`src/rtl/mod_mul_pipe.sv`:
```
// Pipelined modular multiplier: res = (a*b) mod 3329 via Barrett reduction, valid/ready handshake.
// Optional MOD_MUL_IN_REG_EN adds a registered input stage S0 (latency 4 instead of 3).
module mod_mul_pipe (
  input  logic        clk,
  input  logic        rst,
  input  logic        in_valid,
  output logic        in_ready,
  input  logic [11:0] a,
  input  logic [11:0] b,
  input  logic [7:0]  in_tag,
  output logic        out_valid,
  input  logic        out_ready,
  output logic [11:0] res,
  output logic [7:0]  out_tag
);
  localparam int unsigned Q         = 3329;
  localparam int unsigned BARRETT_M = 5039;   // floor(2^24 / 3329)

  // One global stall freezes every stage, so bubbles and data move in lockstep.
  logic stall;
  assign stall    = out_valid && !out_ready;
  assign in_ready = !stall;

  logic        m_valid;
  logic [11:0] m_a;
  logic [11:0] m_b;
  logic [7:0]  m_tag;

`ifdef MOD_MUL_IN_REG_EN
  logic        s0_valid;
  logic [11:0] s0_a;
  logic [11:0] s0_b;
  logic [7:0]  s0_tag;

  always_ff @(posedge clk or posedge rst) begin
    if (rst) begin
      s0_valid <= 1'b0;
      s0_a     <= '0;
      s0_b     <= '0;
      s0_tag   <= '0;
    end else if (!stall) begin
      s0_valid <= in_valid;
      if (in_valid) begin
        s0_a   <= a;
        s0_b   <= b;
        s0_tag <= in_tag;
      end
    end
  end

  assign m_valid = s0_valid;
  assign m_a     = s0_a;
  assign m_b     = s0_b;
  assign m_tag   = s0_tag;
`else
  assign m_valid = in_valid;
  assign m_a     = a;
  assign m_b     = b;
  assign m_tag   = in_tag;
`endif

  // S1: full 24-bit product
  logic        s1_valid;
  logic [23:0] s1_p;
  logic [7:0]  s1_tag;
  logic [23:0] prod;

  assign prod = 24'(m_a) * 24'(m_b);

  always_ff @(posedge clk or posedge rst) begin
    if (rst) begin
      s1_valid <= 1'b0;
      s1_p     <= '0;
      s1_tag   <= '0;
    end else if (!stall) begin
      s1_valid <= m_valid;
      if (m_valid) begin
        s1_p   <= prod;
        s1_tag <= m_tag;
      end
    end
  end

  // S2: Barrett quotient estimate; t never exceeds floor(p/Q) and undershoots by at most 1
  logic        s2_valid;
  logic [23:0] s2_p;
  logic [23:0] s2_tq;
  logic [7:0]  s2_tag;
  logic [12:0] t_est;
  logic [23:0] tq;

  assign t_est = 13'((37'(s1_p) * 37'(BARRETT_M)) >> 24);
  assign tq    = 24'(t_est) * 24'(Q);

  always_ff @(posedge clk or posedge rst) begin
    if (rst) begin
      s2_valid <= 1'b0;
      s2_p     <= '0;
      s2_tq    <= '0;
      s2_tag   <= '0;
    end else if (!stall) begin
      s2_valid <= s1_valid;
      if (s1_valid) begin
        s2_p   <= s1_p;
        s2_tq  <= tq;
        s2_tag <= s1_tag;
      end
    end
  end

  // S3 is split: subtract into s3_r, then correct into the output register
  logic        s3_valid;
  logic [13:0] s3_r;
  logic [7:0]  s3_tag;
  logic [13:0] r_raw;

  assign r_raw = 14'(s2_p - s2_tq);

  always_ff @(posedge clk or posedge rst) begin
    if (rst) begin
      s3_valid <= 1'b0;
      s3_r     <= '0;
      s3_tag   <= '0;
    end else if (!stall) begin
      s3_valid <= s2_valid;
      if (s2_valid) begin
        s3_r   <= r_raw;
        s3_tag <= s2_tag;
      end
    end
  end

  // One subtraction suffices for r < 2Q; the second keeps the result safe against any t undershoot of 2.
  logic [13:0] r_fix;

  always_comb begin
    r_fix = s3_r;
    for (int i = 0; i < 2; i++) begin
      if (r_fix >= 14'(Q)) r_fix = r_fix - 14'(Q);
    end
  end

  always_ff @(posedge clk or posedge rst) begin
    if (rst) begin
      out_valid <= 1'b0;
      res       <= '0;
      out_tag   <= '0;
    end else if (!stall) begin
      out_valid <= s3_valid;
      if (s3_valid) begin
        res     <= 12'(r_fix);
        out_tag <= s3_tag;
      end
    end
  end

endmodule

```
`config.mk`:
```
export PLATFORM = sky130hd
export DESIGN_NAME = mod_mul_pipe
export DESIGN_NICKNAME = d
export VERILOG_FILES = /design/src/rtl/mod_mul_pipe.sv
export SDC_FILE = /design/constraint.sdc
export NUM_CORES = 1
export LEC_CHECK = 0
export ABC_AREA = 1
export CAP_MARGIN = 0
export CORE_ASPECT_RATIO = 1.1
export CORE_MARGIN = 10
export CORE_UTILIZATION = 35
export DETAILED_ROUTE_END_ITERATION = 12
export SYNTH_ARGS = -nofsm -noshare
export SYNTH_HDL_FRONTEND = slang
export SYNTH_SLANG_ARGS = --single-unit
```
`constraint.sdc`:
```
create_clock -name clk -period 7.75 [get_ports clk]
set_input_delay 1.1625 -clock clk [delete_from_list [all_inputs] [get_ports clk]]
set_output_delay 1.1625 -clock clk [all_outputs]
set_load 0.1 [all_outputs]
```
==> flow_summary.yaml, run 1 <==
grt:
  track_usage_pct: 14.88
  overflow: 0
  grt_pass1_wl_um: 68360
  antenna_found_initial: 0
  first_global_vias: 14440
  grt_start_max_net_pins: 69
floorplan:
  ioPinCount: 58
  fp.dieW_um: 227.0
  core_region_area_sq_um: 46630
  row_count: 83
  dieHeight_um: 247.7
  dieArea_sq_um: 56250
  start_util_pct: 35.39
critical_path:
  critPathRequiredTime_ns: 8.07
  cp.arrival_ns: 8.06
  crit_path_end_kind: "register"
  slowest_delay_ns: 0.56
  slowest_stage: "fa_1"
  path_max_fanout: 4
  worstSetupStartpointType: "register"
  crit_top_cell: "fa_1"
  path_class: "register to register"
cts:
  clkTransAtPathRegs_ns: 0.06
  insertion_delay_ns: 0.43
  clkSinkCount: 114
  cts_made_buffers: 17
  hold_buffers: 0
  cts_tree: "done"
  root_buffer: "clkbuf_16"
  cts.htree.levels: 4
  clk_path_buf_depth: 2
placement:
  port_buffers: 57
  gp_congestion: 0.8774
  dp.cells: 2753
  dp_hpwl_um: 33260
  dpl_worst_slack_ns: -0.4041
detailed_routing:
  final_antenna_net_count: 0
  drt-vias-per-instance: 4.711
  drc: 0
  drt_wl_total_um: 39640
  dr.pass1.iters: 5
  wl_per_cell_um: 14.17
  via_count: 13180
  drt_iter0_drc: 732
timing:
  hold_viol: 0
  setup_viol: 0
  skew_ns: 0.01419
  max_slew_margin_pct: 27.62
  rsz0062_at_grt: "true"
  fin_crit_ns: 7.740
  tightest_slew_ns: 1.084
  fin_crit_sh_pct: 99.87
  drv_slew: 0
  fin_tns_setup_ns: 0
  max_freq_ghz: 0.1292
  fin_ws_ns: 0.01011
synth:
  ys_seq_elements: 114
  seq_area_frac_synth_pct: 17.29
  synth.distinct_cells: 50
  synthesis.nets: 2514
  ys.warnings.count: 0
  synthCells: 2041
  synth.cell_area_sq_um: 16500
  synth_area_per_cell_sq_um: 8.086
cells_and_area:
  layout.nets: 2664
  layoutNonFillerInstCount: 2798
  fill_cells: 4653
  drive_gt1_share_pct: 11.98
  area_growth_pct: 17.68
  final_util_pct: 41.65
  diodes: 0
status:
  status: "finished, final reports clean"
min_path:
  hold_path_class: "register to register"
job:
  drv_cap: 0
## synthesized netlist by cell type, drive strengths merged
| library cell | number | area share (%) |
|---|---|---|
| a211oi | 3 | 0.14 |
| a21bo | 1 | 0.061 |
| a21boi | 1 | 0.046 |
| a21o | 10 | 0.45 |
| a21oi | 66 | 2.1 |
| a221oi | 1 | 0.053 |
| a31oi | 5 | 0.19 |
| and2 | 1 | 0.038 |
| and3 | 1 | 0.038 |
| buf | 8 | 0.41 |
| clkbuf | 42 | 0.96 |
| clkinv | 1 | 0.023 |
| dfrtp | 114 | 17 |
| fa | 230 | 28 |
| ha | 207 | 16 |
| inv | 446 | 10 |
| nand2 | 568 | 13 |
| nand2b | 2 | 0.076 |
| nand3 | 78 | 2.5 |
| nand3b | 3 | 0.14 |
| nand4 | 14 | 0.53 |
| nor2 | 74 | 1.9 |
| nor3 | 13 | 0.39 |
| nor4 | 2 | 0.076 |
| o2111ai | 1 | 0.053 |
| o211ai | 1 | 0.046 |
| o21a | 1 | 0.046 |
| o21ai | 90 | 2.8 |
| o21bai | 2 | 0.091 |
| o221ai | 2 | 0.11 |
| o22ai | 3 | 0.11 |
| o31ai | 6 | 0.27 |
| or2 | 8 | 0.30 |
| xnor2 | 15 | 0.80 |
| xor2 | 21 | 1.1 |
## kinds of logic (layout without fill, tap and decap cells)
logic type	count (synthesis)	in the layout	synth area share (%)
compound gates	193	193	6.558
xor+xnor	36	36	1.911
fa+ha+maj	437	437	43.59
buf+inv	497	659	11.53
flops	114	114	17.29
simple gates	764	764	19.12
## path summary, 6_finish.rpt
kind                                            from  cells after the start                      to  slack [ns]
worst max-delay path             s1_p[7]$_DFFE_PP0P_                     38   s2_tq[13]$_DFFE_PP0P_        0.01
worst min-delay path            s3_valid$_DFFE_PP0N_                      2   out_valid$_DFFE_PP0N_        0.46
worst max register to register   s1_p[7]$_DFFE_PP0P_                     38   s2_tq[13]$_DFFE_PP0P_        0.01
worst min register to register  s3_valid$_DFFE_PP0N_                      2   out_valid$_DFFE_PP0N_        0.46
max in group asynchronous                        rst                      3    s1_p[16]$_DFFE_PP0P_        5.22
min in group asynchronous                        rst                      2  out_tag[4]$_DFFE_PP0P_        1.16
## repair_timing
item	4_1_cts	5_1_grt
endpoints found under the setup margin	1	1
pin swaps	36	40
buffers inserted	9	6
resized for setup	36	35
hold endpoints to repair	0	0
## critical path, delay by kind of cell, from the launching register on
family	cells	cell delay, ns
adders and majority gates	12	4.59
AOI/OAI and AO/OA	7	1.02
buffers and inverters	9	0.68
and+or+nand+nor	8	0.56
DFF	1	0.41
xor gates and xnor gates	2	0.39
## sequential cells by signal, summed over array words and instances (netlist names)
signal	count
out_tag	8
out_valid	1
res	12
s1_p	24
s1_tag	8
s1_valid	1
s2_p	14
s2_tag	8
s2_tq	14
s2_valid	1
s3_r	14
s3_tag	8
s3_valid	1
## final cells by class
type / count / area [sq um] / share of cell area (%)
clock buffers: 20 / 446.7 / 2.300
clock inverters: 11 / 131.4 / 0.6765
well taps: 595 / 744.5 / 3.833
multi-input cells: 1430 / 12040 / 62.02
inverters: 447 / 1680 / 8.652
flip-flops and latches: 114 / 2869 / 14.77
repair buffers: 181 / 1505 / 7.750
## placed cells by master, fill, tap and decap left out, drive strengths merged, types with 6 or more instances in the layout
| master | Yosys | routed |
|---|---|---|
| nand2 | 568 | 568 |
| inv | 446 | 448 |
| fa | 230 | 230 |
| ha | 207 | 207 |
| buf | 8 | 124 |
| dfrtp | 114 | 114 |
| o21ai | 90 | 90 |
| nand3 | 78 | 78 |
| nor2 | 74 | 74 |
| a21oi | 66 | 66 |
| clkdlybuf4s50 | 0 | 57 |
| xor2 | 21 | 21 |
| clkbuf | 42 | 20 |
| xnor2 | 15 | 15 |
| nand4 | 14 | 14 |
| nor3 | 13 | 13 |
| a21o | 10 | 10 |
| or2 | 8 | 8 |
| o31ai | 6 | 6 |
## stage by stage
stage               area, sq um  hold WS, ns
floorplan                 16500       0.4317
global placement          18420       0.4452
detailed placement        18420       0.4448
CTS                       19230       0.4612
global route              19420       0.4933
finish                    19420       0.4644
## metal layers
layer	up-vias	wire [um]	track usage [%]
met3	60	1088	2.078
li1	6548	-	-
met4	0	946	4.766
met1	6380	16810	16.88
met2	193	20800	28.10
met5	-	0	0
Power of run 1 is not shown: default switching activity piles up to over one toggle a cycle in this logic, so the estimate is an artifact.
==> inputs of run 2 (changes only) <==
--- a/config.mk
+++ b/config.mk
@@ -11,6 +11,7 @@
 export CORE_MARGIN = 10
 export CORE_UTILIZATION = 35
 export DETAILED_ROUTE_END_ITERATION = 12
+export HOLD_SLACK_MARGIN = 0.08
 export SYNTH_ARGS = -nofsm -noshare
 export SYNTH_HDL_FRONTEND = slang
 export SYNTH_SLANG_ARGS = --single-unit
==> results of run 2 <==
The final DEF is identical to that of run 1; final timing and power are the same.
Power of run 2 is left out for the same reason.
==> inputs of run 3 (changes only) <==
--- a/config.mk
+++ b/config.mk
@@ -8,10 +8,11 @@
 export ABC_AREA = 1
 export CAP_MARGIN = 0
 export CORE_ASPECT_RATIO = 1.1
-export CORE_MARGIN = 10
-export CORE_UTILIZATION = 35
+export CORE_MARGIN = 2
+export CORE_UTILIZATION = 54
 export DETAILED_ROUTE_END_ITERATION = 12
 export HOLD_SLACK_MARGIN = 0.08
+export PLACE_DENSITY = 0.75
 export SYNTH_ARGS = -nofsm -noshare
 export SYNTH_HDL_FRONTEND = slang
 export SYNTH_SLANG_ARGS = --single-unit
==> run 3 against run 2 <==
The run now ends with setup timing left. Critical path depth unchanged. Sequential share of layout area barely moved. Routed wire length is 3.9% higher. Register-to-register slack worse by 0.098 ns. Worst hold slack better by 0.010 ns. Die area decreased by 43%. Via count is 3.9% higher. Cell count is 6.1% lower. Maximum frequency decreased by 1.2%. Clock skew fell by 0.0043 ns. Clock-buffer cell count down 3. Largest cell class unchanged.
==> flow_summary.yaml, run 3 (synthesized netlist as in run 1, its figures left out) <==
cts:
  root_buffer: "clkbuf_16"
  cts_tree: "done"
  cts.htree.levels: 4
  clkTransAtPathRegs_ns: 0.06
  cts_made_buffers: 17
  clkSinkCount: 114
  clk_path_buf_depth: 2
  insertion_delay_ns: 0.44
detailed_routing:
  via_count: 13690
  met1_length_um: 16270
  drt_wl_total_um: 41170
  dr.pass1.iters: 5
  dr_wl_met2_um: 21740
  drt_iter0_drc: 774
  wl_per_cell_um: 15.68
  wl_met3_um: 1457
  drc: 0
  drt-vias-per-instance: 5.214
  final_antenna_net_count: 0
  dr.max_layer_used: "met4"
cells_and_area:
  fill_cells: 2434
  largest_register_ffs: 24
  layout.nets: 2672
  postLayoutCellArea_sq_um: 19440
  final_common_cell: "nand2_1"
  layoutNonFillerInstCount: 2626
  drive_gt1_share_pct: 13.70
  multiInputGateArea_sq_um: 12190
  layout_common_cells: "nand2_1, inv_1, fa_1"
  area_growth_pct: 17.77
  final-seq-area_sq_um: 2868
  regMostFlops: "s1_p"
  diodes: 0
min_path:
  hold_path_class: "register to register"
  whs_path_depth: 2
placement:
  dp.cells: 2572
  dpl_worst_slack_ns: -0.4319
  port_buffers: 57
  dp_hpwl_um: 32840
  placed_area_sq_um: 18200
  gp_congestion: 0.9168
floorplan:
  ioPinCount: 58
  dieHeight_um: 187.4
  row_count: 67
  start_util_pct: 54.53
  core_region_area_sq_um: 30260
  fp.dieW_um: 170.7
  dieArea_sq_um: 31980
grt:
  first_global_vias: 14530
  grt_pass1_wl_um: 69010
  overflow: 0
  grt_start_max_net_pins: 78
  antenna_found_initial: 0
  track_usage_pct: 27.15
timing:
  tightest_slew_ns: 1.151
  drv_slew: 0
  fin_crit_ns: 7.837
  max_slew_margin_pct: 23.20
  fin_ws_ns: -0.08748
  whs_ns: 0.4745
  max_freq_ghz: 0.1276
  fin_crit_sh_pct: 101.1
  hold_viol: 0
  skew_ns: 0.009941
  setup_viol: 1
  rsz0062_at_grt: "true"
critical_path:
  path_max_fanout: 3
  slowest_delay_ns: 0.57
  worstSetupStartpointType: "register"
  path_class: "register to register"
  crit_top_cell: "fa_1"
  slowest_stage: "fa_1"
  crit_path_end_kind: "register"
  cp.arrival_ns: 8.16
  r2r_cells: 38
  critPathRequiredTime_ns: 8.07
job:
  drv_cap: 0
status:
  status: "finished, violations left"
  violations: "setup timing"
-- run 3: changes by cell type in the layout (fill, tap and decap cells not counted), moves of 6 or more --
cell	change
inv_8	+7
buf_4	+7
fa_1	-6
nand2_1	-6
fa_2	+6
nand2_2	+6
-- run 3: metal layers --
layer | global-route usage [%] | vias to the layer above
li1 | - | 6550
met1 | 31.92 | 6700
met3 | 3.766 | 116
met4 | 11.44 | 0
met2 | 49.21 | 325
met5 | 0 | -
-- run 3: per-stage QoR --
step | util (%) | TNS, ns
2_1_floorplan | - | 0
3_3_place_gp | 60.13 | -0.2498
3_5_place_dp | 60.13 | -0.4319
4_1_cts | 63.15 | 0
5_1_grt | 64.22 | -0.3870
6_report | 64.22 | -0.08748
-- run 3: cell type report --
cell class | count | share of cell area (%)
multi-input combinational | 1430 | 62.70
clock inverter | 15 | 0.9721
sequential | 114 | 14.75
inverter | 447 | 8.646
timing repair buffer | 189 | 8.073
tap | 414 | 2.665
clock buffer | 17 | 2.189
-- run 3: worst paths after layout --
path	start	to	slack (ns)
setup / recovery	s1_p[12]$_DFFE_PP0P_	s2_tq[13]$_DFFE_PP0P_	-0.09
hold / removal	out_tag[1]$_DFFE_PP0P_	out_tag[1]$_DFFE_PP0P_	0.47
setup reg to reg	s1_p[12]$_DFFE_PP0P_	s2_tq[13]$_DFFE_PP0P_	-0.09
hold reg to reg	out_tag[1]$_DFFE_PP0P_	out_tag[1]$_DFFE_PP0P_	0.47
max in group asynchronous	rst	s1_p[15]$_DFFE_PP0P_	5.14
min in group asynchronous	rst	s1_tag[7]$_DFFE_PP0P_	1.13
-- run 3: critical path, delay by kind of cell (launching register included) --
family,cells,cell delay (ns)
compound gates,6,0.81
xor+xnor,2,0.41
fa+ha+maj,12,4.75
buf+inv,7,0.44
flops,1,0.41
simple gates,11,0.89
-- run 3: repair_timing --
item / in CTS / in global routing
pin swaps: 49 / 66
buffers inserted: 10 / 12
hold buffers: 0 / 0
resized for setup: 57 / 51
endpoints found under the setup margin: 1 / 1
Power of run 3 is left out for the same reason.
